### src/rtl/jtframe_68k_pkg.sv
// Shared definitions for the 68000 bus arbitration blocks.
// The state encoding is shared with the device-side requester so checkers can decode it.
package jtframe_68k_pkg;

    localparam logic [1:0] ST_IDLE  = 2'd0;
    localparam logic [1:0] ST_REQ   = 2'd1;
    localparam logic [1:0] ST_GRANT = 2'd2;
    localparam logic [1:0] ST_OWNED = 2'd3;

endpackage

### src/rtl/jtframe_sync2.sv
// Two-flop synchronizer for active-low control inputs. It resets to the inactive level (1)
// and runs on every clk, independent of cen.
module jtframe_sync2 (
    input  logic clk,
    input  logic rst,
    input  logic i_d,
    output logic o_q
);

    logic [1:0] r_ff;

    always_ff @(posedge clk or posedge rst) begin
        if (rst) r_ff <= 2'b11;
        else     r_ff <= {r_ff[0], i_d};
    end

    assign o_q = r_ff[1];

endmodule

### src/rtl/jtframe_68kbusarb.sv
// CPU-side 68000 bus arbiter: samples BRn, grants at a bus-cycle boundary, stalls the
// core while a device owns the bus, and flags ownership that lasts too long.
module jtframe_68kbusarb
    import jtframe_68k_pkg::*;
#(
    parameter int SYNC  = 0,
    parameter int TOW   = 8,
    parameter int TOMAX = 200
) (
    input  logic clk,
    input  logic rst,
    input  logic cen,
    input  logic cpu_ASn,
    input  logic cpu_rmw,
    input  logic dev_BRn,
    input  logic dev_BGACKn,
    output logic dev_BGn,
    output logic cpu_hold,
    output logic owned,
    output logic timeout
);

    localparam logic [TOW-1:0] WD_MAX = TOW'(TOMAX);
    localparam logic [TOW-1:0] WD_PRE = TOW'(TOMAX - 1);
    localparam logic [TOW-1:0] WD_ONE = TOW'(1);

    logic           w_brn;
    logic           w_bgackn;
    logic           w_br;
    logic           w_ack;

    logic [1:0]     r_state;
    logic           r_bgn;
    logic           r_hold;
    logic           r_owned;
    logic           r_timeout;
    logic [TOW-1:0] r_wd;

    generate
        if (SYNC != 0) begin : g_sync
            jtframe_sync2 u_sync_br (
                .clk (clk),
                .rst (rst),
                .i_d (dev_BRn),
                .o_q (w_brn)
            );
            jtframe_sync2 u_sync_ack (
                .clk (clk),
                .rst (rst),
                .i_d (dev_BGACKn),
                .o_q (w_bgackn)
            );
        end else begin : g_nosync
            assign w_brn    = dev_BRn;
            assign w_bgackn = dev_BGACKn;
        end
    endgenerate

    assign w_br  = ~w_brn;
    assign w_ack = ~w_bgackn;

    // An acknowledge always wins over a dropped request, so a device that grabs the bus is never lost.
    always_ff @(posedge clk or posedge rst) begin
        if (rst) begin
            r_state   <= ST_IDLE;
            r_bgn     <= 1'b1;
            r_hold    <= 1'b0;
            r_owned   <= 1'b0;
            r_timeout <= 1'b0;
            r_wd      <= '0;
        end else if (cen) begin
            r_timeout <= 1'b0;
            case (r_state)
                ST_IDLE: begin
                    if (w_ack) begin
                        r_state <= ST_OWNED;
                        r_bgn   <= 1'b1;
                        r_hold  <= 1'b1;
                        r_owned <= 1'b1;
                        r_wd    <= '0;
                    end else if (w_br) begin
                        r_state <= ST_REQ;
                    end
                end
                ST_REQ: begin
                    if (!w_br) begin
                        r_state <= ST_IDLE;
                    end else if (cpu_ASn && !cpu_rmw) begin
                        r_state <= ST_GRANT;
                        r_bgn   <= 1'b0;
                        r_hold  <= 1'b1;
                    end
                end
                ST_GRANT: begin
                    if (w_ack) begin
                        r_state <= ST_OWNED;
                        r_bgn   <= 1'b1;
                        r_owned <= 1'b1;
                        r_wd    <= '0;
                    end else if (!w_br) begin
                        r_state <= ST_IDLE;
                        r_bgn   <= 1'b1;
                        r_hold  <= 1'b0;
                    end
                end
                ST_OWNED: begin
                    if (!w_ack) begin
                        r_state <= ST_IDLE;
                        r_hold  <= 1'b0;
                        r_owned <= 1'b0;
                    end else if (r_wd != WD_MAX) begin
                        r_wd      <= r_wd + WD_ONE;
                        r_timeout <= (r_wd == WD_PRE);
                    end
                end
                default: r_state <= ST_IDLE;
            endcase
        end
    end

    assign dev_BGn  = r_bgn;
    assign cpu_hold = r_hold;
    assign owned    = r_owned;
    assign timeout  = r_timeout;

endmodule

### config.mk
export PLATFORM = sky130hd
export DESIGN_NAME = jtframe_68kbusarb
export DESIGN_NICKNAME = d
export VERILOG_FILES = /design/src/rtl/jtframe_68k_pkg.sv /design/src/rtl/jtframe_sync2.sv /design/src/rtl/jtframe_68kbusarb.sv
export SDC_FILE = /design/constraint.sdc
export NUM_CORES = 1
export LEC_CHECK = 0
export CAP_MARGIN = 40
export CORE_MARGIN = 4
export CORE_UTILIZATION = 35
export DETAILED_ROUTE_END_ITERATION = 7
export GPL_TIMING_DRIVEN = 0
export SLEW_MARGIN = 20
export SYNTH_ARGS = -nofsm -noshare
export SYNTH_HDL_FRONTEND = slang
export SYNTH_SLANG_ARGS = --single-unit
### constraint.sdc
create_clock -name clk -period 3.9 [get_ports clk]
set_input_delay 0.78 -clock clk [delete_from_list [all_inputs] [get_ports clk]]
set_output_delay 0.78 -clock clk [all_outputs]
set_load 0.02 [all_outputs]
==> reports/results.tsv <==
metric	value	unit
DRT Pass-1 Iters	4	
MaxCap Viol Count	0	
syn nets	104	
top_reg_cell synth	dfrtp_1	
sequential share of the synthesized area	40.1	%
library cells used by synthesis	32	
Root Buffer	clkbuf_4	
# placed instances	132	
Min Hold Slack	523	ps
flops & latches, synth	14	
WS Path Type	flip-flop to output port	
final worst path period need	2190	ps
Vias	761	
die height	58.1	um
CTS Buf Count	3	
Hold-fix buffers, CTS	0	
Mapped Area	877	um2
Starting Density	38.2	%
Max VDD drop	0.280	mV
CTS Buffer Depth	2	
antenna violations before repair	0	
post-route ant nets	0	
final setup margin	1710	ps
Worst Setup Start Kind	flip-flop	
WL final	1.88	mm
worst skew pair latency	280	ps
Die Area	3370	um2
number of synthesized flops with an enable pin	0	
Max transition margin	62.1	%
Synth area leaders	dfrtp_1 37%, o311ai_4 6.0%, o21ai_0 5.7%, nand2_1 5.6%, a21oi_1 5.1%	
worst-path cell chain	clkdlybuf4s50_1	
DR vias/cell	5.60	
Clock power frac	19.9	%
first-pass GRT wire length	3.17	mm
Comb power frac	41.8	%
final period utilization	56.2	%
leak pwr	0.427	nW
Place WS	1410	ps
Flop pwr share	38.2	%
crit path max fanout	2	
post-cts repair resize count	0	
core area	2300	um2
Max Clock Freq	0.456	GHz
share of cells above drive strength 1	12.0	%
Ant. Diodes	0	
I/O Buffers	9	
buffers and inverters on the worst path	1	
total negative slack	0	ps
run status	complete, no violations	
Ports	11	
pwr dens	515	nW/um2
nets	118	
# Post-CTS Setup Buffers	0	
gp weighted congestion	0.731	
total global routing overflow	0	
Final Util	45.2	%
worst hold path type	flip-flop to flip-flop	
crit end category	output port	
final setup vio count	0	
CP top delay family	buffers and inverters	
top cells by count, synth	13 x dfrtp_1, 13 x nand2_1, 10 x o21ai_0	
Worst Max-Slew Pin Slew	568	ps
Final Skew	0.711	ps
worst endpoint data arrival time	1410	ps
async set-reset flop share out of synthesis	100	%
row cnt	17	
CTS tree	yes	
critical path's slowest cell	clkdlybuf4s50_1	
number of global-route vias before repair	692	
RSZ-0062 raised after global routing	no	
area leader, netlist	dfrtp_1	
Ys Warns	0	
initial drt markers	30	
share of the synthesized area in the top cell type	37.1	%
Worst EP required	3120	ps
Tot GR Track Use	12.2	%
switching part of the total	37.6	%
largest net degree at the start of global routing	15	
Switch Pwr	0.000201	W
max-slew violations	0	
Die W	58.1	um
Fin. Hold Viols	0	
syn avg cell area	9.23	um2
internal power	0.000334	W
clock sinks	14	
delay of the slowest critical-path stage	600	ps
cell count after synthesis	95	
H-tree levels	1	
clock-pin transition on the worst setup and hold timing paths	90	ps
post-detail-place hpwl	1.36	mm
DR DRC count	0	
Area Growth Syn to Fin	18.4	%
final cell count without fillers	136	
post-detailed-route wirelength per cell	13.9	um
-- worst reg2reg max path: stages, from the launching register on --
cell and delay [ps]:
dfrtp_1 450, nand4bb_4 320, o311ai_4 420, nor2_1 90, a221o_1 270
-- final timing paths --
path / from / end / slack, ps / cells past startpoint
setup / recovery: dev_BGn / dev_BGn / 1710 / 1
hold / removal: timeout / timeout / 520 / 2
setup reg to reg: r_wd[4] / r_wd[7] / 2240 / 4
hold reg to reg: timeout / timeout / 520 / 2
max in group asynchronous: rst / dev_BGn / 2680 / 2
min in group asynchronous: rst / r_state[1] / 850 / 2
-- kinds of logic (layout without fill, tap and decap cells) --
group / after synthesis / count (layout) / synth area share (%)
buffers and inverters: 8 / 21 / 4.71
AOI/OAI and AO/OA: 34 / 34 / 29.1
and+or+nand+nor: 36 / 36 / 22.1
muxes: 1 / 1 / 1.14
DFF: 14 / 14 / 40.1
adders and majority gates: 2 / 2 / 2.85
-- layout by cell type (no fill, tap or decap), drive strengths merged --
master and count:
nand2 13, and3 1, nand3 3, a31oi 1, clkdlybuf4s50 9, dfstp 1
a221o 2, o41ai 1, and2 1, o311a 1, ha 2, o31ai 1
mux2i 1, nand4bb 1, nor2b 1, clkbuf 4, o22ai 1, o21bai 1
nor2 7, nor3 2, a21o 1, inv 5, nand4 1, or3 1
o21ai 13, a21boi 1, nand2b 3, o311ai 2, dfrtp 13, a21oi 9
or3b 1, buf 3, and2b 1
-- registers in the layout (all words and copies together) (netlist names) --
| name | flops |
|---|---|
| cpu_hold | 1 |
| dev_BGn | 1 |
| owned | 1 |
| r_state | 2 |
| r_wd | 8 |
| timeout | 1 |
-- stage by stage --
step	cell area [um2]	power, W
6_report	1040	0.000535
5_1_grt	1040	0.000575
4_1_cts	1040	0.000542
2_1_floorplan	877	0.000365
3_5_place_dp	1000	0.000433
3_3_place_gp	1000	0.000426
-- cell type report --
class	instances	area (um2)
Buffer	3	22.5
Clock buffer	4	36.3
Tap cell	28	35.0
Inverter	5	18.8
Fill cell	242	1260
Multi-Input combinational cell	73	484
Sequential cell	14	352
Timing Repair Buffer	9	90.1
-- power by group through the flow --
stage | Sequential (W) | Clock [W] | Combinational, W
finish | 0.000204 | 0.000107 | 0.000224
global route | 0.000211 | 0.000116 | 0.000247
CTS | 0.000205 | 0.000112 | 0.000226
detailed placement | 0.000208 | 0 | 0.000225
global placement | 0.000207 | 0 | 0.000220
floorplan | 0.000221 | 0 | 0.000144
-- metal layers --
| layer | global-route usage, % | part of all wire (%) |
|---|---|---|
| met1 | 17.3 | 51 |
| met2 | 17.1 | 43 |
| met3 | 2.67 | 5.1 |
| met4 | 6.29 | 0.53 |
| met5 | 0 | 0 |
(Power assumes the default switching activity.)
